==> config.mk <==
export PLATFORM = sky130hd
export DESIGN_NAME = serial_rx9_bdeduffy
export DESIGN_NICKNAME = d
export VERILOG_FILES = /design/src/rtl/serial_rx9_bdeduffy_pkg.sv /design/src/rtl/sync_2ff_bdeduffy.sv /design/src/rtl/serial_rx9_bdeduffy.sv
export SDC_FILE = /design/constraint.sdc
export NUM_CORES = 1
export LEC_CHECK = 0
export CELL_PAD_IN_SITES_DETAIL_PLACEMENT = 0
export CELL_PAD_IN_SITES_GLOBAL_PLACEMENT = 1
export CORE_MARGIN = 1
export CORE_UTILIZATION = 40
export DETAILED_ROUTE_END_ITERATION = 8
export DONT_BUFFER_PORTS = 1
export GPL_ROUTABILITY_DRIVEN = 1
export PLACE_DENSITY_LB_ADDON = 0.1
export SLEW_MARGIN = 15
export SYNTH_ARGS = -nofsm -noshare
export SYNTH_HDL_FRONTEND = slang
export SYNTH_SLANG_ARGS = --single-unit
==> constraint.sdc <==
create_clock -name clk -period 1.88 [get_ports clk]
set_input_delay 0.282 -clock clk [delete_from_list [all_inputs] [get_ports clk]]
set_output_delay 0.282 -clock clk [all_outputs]
set_load 0.01 [all_outputs]
==> src/rtl/serial_rx9_bdeduffy_pkg.sv <==
// serial_rx9_bdeduffy_pkg: shared FSM encoding and frame constants for the 9-bit serial receiver
package serial_rx9_bdeduffy_pkg;
  localparam int FRAME_W = 9;
  localparam bit PARITY_ODD = 1'b1;
  localparam bit PARITY_EVEN = 1'b0;
  typedef enum logic [2:0] {ST_IDLE, ST_START, ST_DATA, ST_STOP, ST_BREAK} rx_state_e;
endpackage

==> src/rtl/sync_2ff_bdeduffy.sv <==
// sync_2ff_bdeduffy: two-flop synchroniser with configurable reset value
module sync_2ff_bdeduffy #(
  parameter bit RST_VAL = 1'b1
) (
  input  logic clk,
  input  logic rst_n,
  input  logic d_i,
  output logic q_o
);
  logic [1:0] ff_q;
  always_ff @(posedge clk or negedge rst_n) begin
    if (!rst_n) ff_q <= {2{RST_VAL}};
    else ff_q <= {ff_q[0], d_i};
  end
  assign q_o = ff_q[1];
endmodule

==> src/rtl/serial_rx9_bdeduffy.sv <==
// serial_rx9_bdeduffy: 1 start + 9 payload (LSB first) + 1 stop receiver feeding an external parity checker
module serial_rx9_bdeduffy
  import serial_rx9_bdeduffy_pkg::*;
#(
  parameter int CLKS_PER_BIT = 16,
  parameter bit EXPECT_ODD = PARITY_ODD
) (
  input  logic               clk,
  input  logic               rst_n,
  input  logic               rx_in,
  input  logic               parity_odd,
  output logic [FRAME_W-1:0] frame_out,
  output logic               frame_valid,
  input  logic               frame_ack,
  output logic               parity_err,
  output logic               framing_err,
  output logic               overrun
);
  localparam int CW = $clog2(CLKS_PER_BIT);
  localparam logic [CW-1:0] CNT_LAST = CW'(CLKS_PER_BIT - 1);
  localparam logic [CW-1:0] CNT_MID = CW'(CLKS_PER_BIT / 2 - 1);
  rx_state_e state_q, state_d;
  logic [CW-1:0] cnt_q, cnt_d;
  logic [3:0] idx_q, idx_d;
  logic [FRAME_W-1:0] shift_q, shift_d, frame_q, frame_d;
  logic valid_q, valid_d, perr_q, perr_d, ferr_q, ferr_d, ovr_q, ovr_d, load_q, load_d;
  logic rx_s, complete, bad_stop;
  sync_2ff_bdeduffy #(.RST_VAL(1'b1)) u_sync (
    .clk(clk), .rst_n(rst_n), .d_i(rx_in), .q_o(rx_s)
  );
  always_comb begin
    state_d = state_q;
    cnt_d = cnt_q + 1'b1;
    idx_d = idx_q;
    shift_d = shift_q;
    complete = 1'b0;
    bad_stop = 1'b0;
    case (state_q)
      ST_IDLE: begin
        cnt_d = '0;
        idx_d = '0;
        state_d = rx_s ? ST_IDLE : ST_START;
      end
      ST_START: if (cnt_q == CNT_MID) begin
        cnt_d = '0;
        state_d = rx_s ? ST_IDLE : ST_DATA;
      end
      ST_DATA: if (cnt_q == CNT_LAST) begin
        cnt_d = '0;
        shift_d = {rx_s, shift_q[FRAME_W-1:1]};
        idx_d = idx_q + 4'd1;
        state_d = (idx_q == 4'd8) ? ST_STOP : ST_DATA;
      end
      ST_STOP: if (cnt_q == CNT_LAST) begin
        cnt_d = '0;
        complete = rx_s;
        bad_stop = !rx_s;
        state_d = rx_s ? ST_IDLE : ST_BREAK;
      end
      ST_BREAK: begin
        cnt_d = '0;
        state_d = rx_s ? ST_IDLE : ST_BREAK;
      end
      default: state_d = ST_IDLE;
    endcase
  end
  // The checker settles on frame_out for one full cycle (load_q) before its result is latched.
  always_comb begin
    load_d = complete && (!valid_q || frame_ack);
    frame_d = load_d ? shift_q : frame_q;
    valid_d = load_q ? 1'b1 : load_d ? valid_q : valid_q && !frame_ack;
    perr_d = load_q ? (parity_odd != EXPECT_ODD) : (valid_q && frame_ack && !load_d) ? 1'b0 : perr_q;
    ovr_d = complete && valid_q && !frame_ack;
    ferr_d = bad_stop;
  end
  always_ff @(posedge clk or negedge rst_n) begin
    if (!rst_n) begin
      state_q <= ST_IDLE;
      cnt_q <= '0;
      idx_q <= '0;
      shift_q <= '0;
      frame_q <= '0;
      valid_q <= 1'b0;
      perr_q <= 1'b0;
      ferr_q <= 1'b0;
      ovr_q <= 1'b0;
      load_q <= 1'b0;
    end else begin
      state_q <= state_d;
      cnt_q <= cnt_d;
      idx_q <= idx_d;
      shift_q <= shift_d;
      frame_q <= frame_d;
      valid_q <= valid_d;
      perr_q <= perr_d;
      ferr_q <= ferr_d;
      ovr_q <= ovr_d;
      load_q <= load_d;
    end
  end
  assign frame_out = frame_q;
  assign frame_valid = valid_q;
  assign parity_err = perr_q;
  assign framing_err = ferr_q;
  assign overrun = ovr_q;
endmodule

==> flow_metrics.py <==
metrics = {
    "status": {
        "status": "completed",
    },
    "floorplanning": {
        "dieArea_sq_um": 4020,
        "start_util": 0.435,
        "fp.dieH_microns": 63.4,
        "ios": 18,
        "core-area_sq_um": 3470,
        "die_w_microns": 63.4,
        "rows": 21,
    },
    "critical_path": {
        "arrival_ps": 1910,
        "r2r_setup_slack_ps": 180,
        "r2r_end": "idx_q[3]",
        "crit_path_end_kind": "flip-flop",
        "timing.rr.start": "cnt_q[0]",
        "cp_top_family": "simple AND/OR/NAND/NOR gates",
        "cp_cell_sequence": "ha_2 > nand4_4 > buf_4 > or4_1 > a21boi_1",
        "crit_type": "flip-flop to flip-flop",
        "crit_path_max_fanout": 9,
        "worst_path_max_delay_cell": "or4_1",
        "path_buf_inv": 1,
        "cpPeakStageDelay_ps": 490,
        "start_kind": "flip-flop",
        "required_ps": 2090,
        "ff2ff_path_depth": 5,
    },
    "final_layout": {
        "nets": 132,
        "fin_util": 0.496,
        "drive_gt1_frac": 0.272,
        "antenna_cells": 0,
        "area_growth_pct": 14.1,
        "final_cells": 171,
        "fin_area_sq_um": 1720,
        "nFillCells": 313,
    },
    "timing": {
        "relSlewSlack": 0.790,
        "period_needed_ps": 1700,
        "finalMaxSlewViolations": 0,
        "setup-violations-final": 0,
        "fin_setup_tns_ps": 0,
        "tightest_slew_ps": 311,
        "finalHoldViolCount": 0,
        "skew_ps": 4.09,
        "hold_slack_ps": 69.8,
        "rsz0062_at_grt": "false",
        "setup_slack_ps": 181,
        "fmax_ghz": 0.589,
        "final.period_utilization": 0.904,
    },
    "placement": {
        "place_congestion": 0.723,
        "place_area_sq_um": 1570,
        "dp_cells": 160,
        "dp_hpwl_mm": 1.62,
        "place.port_buffers": 0,
        "place_worst_setup_slack_ps": 65.7,
    },
    "yosys": {
        "synth_area_leader_cell": "dfrtp_1",
        "synth_edf_count": 0,
        "yosysMostFrequentCell": "dfrtp_1",
        "ys_ff_latch": 36,
        "synth_fp_nets": 122,
        "ys_seq_area_frac": 0.599,
        "netlist_top_cells_area": "dfrtp_1 56%, mux2_2 13%, dfstp_2 3.5%",
        "ys_warn_count": 0,
        "async_flop_share": 1.00,
        "ys.flop_type": "dfrtp_1",
        "synth_top_area_share": 0.564,
        "yosysUniqueCellTypes": 35,
        "syn_area_per_cell_sq_um": 13.2,
        "postSynthCellCount": 114,
        "synthTopCellsByCount": "34 x dfrtp_1, 17 x mux2_2, 8 x inv_1, 8 x nor2_1, 4 x o21ai_0",
        "synthesis.area_sq_um": 1510,
    },
    "power_and_ir_drop": {
        "p_clk_frac": 0.326,
        "seqPwrFrac": 0.498,
        "power.density_nw_per_um2": 1160,
        "p_sw_mw": 0.573,
        "p_comb_frac": 0.176,
        "p_int_mw": 1.43,
        "p_leak_nw": 0.810,
        "ir_worst_vdd_uv": 458,
        "p_total_mw": 2.00,
        "switching_share": 0.286,
    },
    "detailed_routing": {
        "drc_errors": 0,
        "first_iter_violations": 26,
        "viasPerCell": 5.14,
        "drt_wl_total_mm": 2.42,
        "num_vias": 879,
        "ant_nets": 0,
        "first_pass_iters": 4,
        "wl_per_cell_microns": 14.2,
    },
    "cts": {
        "htreeDepth": 2,
        "cts_buffers": 5,
        "insertion_delay_ps": 280,
        "clk_pin_slew_worst_paths_ps": 70,
        "cts_buffer_depth": 2,
        "clockRootBuffer": "clkbuf_8",
        "cts_sinks": 36,
        "cts_tree": "built",
    },
    "grt": {
        "grt_pass1_vias": 907,
        "grt-ovfl-total": 0,
        "antenna_found_initial": 0,
        "grt_usage": 0.138,
        "grt_max_degree": 37,
        "grt_pass1_wl_mm": 4.20,
    },
    "min_path": {
        "hp-start": "frame_ack",
        "hold_depth": 1,
        "hp-class": "input pin to flip-flop",
        "hold_end": "overrun",
    },
    "flow_run": {
        "max-cap-violations": 0,
    },
}
==> power groups by stage <==
stage               combinational, mW  sequential, mW  clock, mW
global placement                0.321            1.01          0
global route                    0.400            1.02      0.712
floorplan                       0.276           0.983          0
finish                          0.354           0.997      0.652
CTS                             0.353           0.996      0.679
detailed placement              0.324            1.01          0
==> layer usage <==
metal / wire, microns / vias up / GRT usage
met2: 1190 / 23 / 0.207
met5: 0 / - / 0
met3: 117 / 2 / 0.0543
li1: - / 418 / -
met1: 1100 / 436 / 0.183
met4: 12 / 0 / 0.0426
==> layout make-up <==
cell class,count,area [sq um],share of cell area
Tap cell,46,57.6,0.0335
Timing Repair Buffer,5,67.6,0.0393
Multi-Input combinational cell,68,554,0.322
Inverter,8,30.0,0.0175
Clock inverter,2,35.0,0.0204
Clock buffer,6,72.6,0.0422
Sequential cell,36,903,0.525
==> worst max path at each step <==
stage | start | endpoint | slack (ps) | cells after the start
floorplan | cnt_q[0] | frame_out[0] | 290 | 4
global placement | cnt_q[0] | shift_q[4] | 100 | 4
detailed placement | cnt_q[0] | shift_q[0] | 70 | 4
CTS | cnt_q[0] | shift_q[6] | 60 | 4
global route | cnt_q[0] | idx_q[3] | 50 | 5
finish | cnt_q[0] | idx_q[3] | 180 | 5
==> placed cells by master (no fill, tap or decap), types with 2 or more instances in the layout <==
cell / Yosys / layout
dfrtp_1: 34 / 34
inv_1: 8 / 8
nor2_1: 8 / 8
xnor2_1: 2 / 2
mux2_2: 17 / 17
nand2_1: 2 / 2
o21ai_0: 4 / 4
buf_12: 0 / 2
nor3_1: 2 / 2
o31ai_1: 2 / 2
ha_1: 3 / 2
clkbuf_8: 0 / 5
nand3_1: 2 / 2
a21oi_1: 3 / 3
or2_2: 1 / 2
nand2b_1: 2 / 2
o31a_1: 2 / 2
dfstp_2: 2 / 2
dlygate4sd3_1: 0 / 2
==> cell families (layout without fill, tap and decap cells) <==
logic type / after synthesis / count (layout) / synth area share
compound gates: 18 / 18 / 0.0838
xor+xnor: 3 / 3 / 0.0174
fa+ha+maj: 3 / 3 / 0.0249
buf+inv: 10 / 21 / 0.0349
flops: 36 / 36 / 0.599
mux: 18 / 18 / 0.134
simple gates: 26 / 26 / 0.106
==> registers in the layout, indices dropped and copies added, names as in the netlist <==
signal,count
frame_out,9
overrun,1
u_sync.ff_q,2
frame_valid,1
shift_q,9
cnt_q,4
framing_err,1
state_q,3
parity_err,1
idx_q,4
load_q,1
==> repair_timing <==
item,in CTS,in global routing
endpoints found under the setup margin,0,9
gates resized for setup,0,2
endpoints found under the hold margin,37,0
setup buffers,0,0
hold buffers,3,0
No activity file was read; power rests on OpenSTA's default activity.
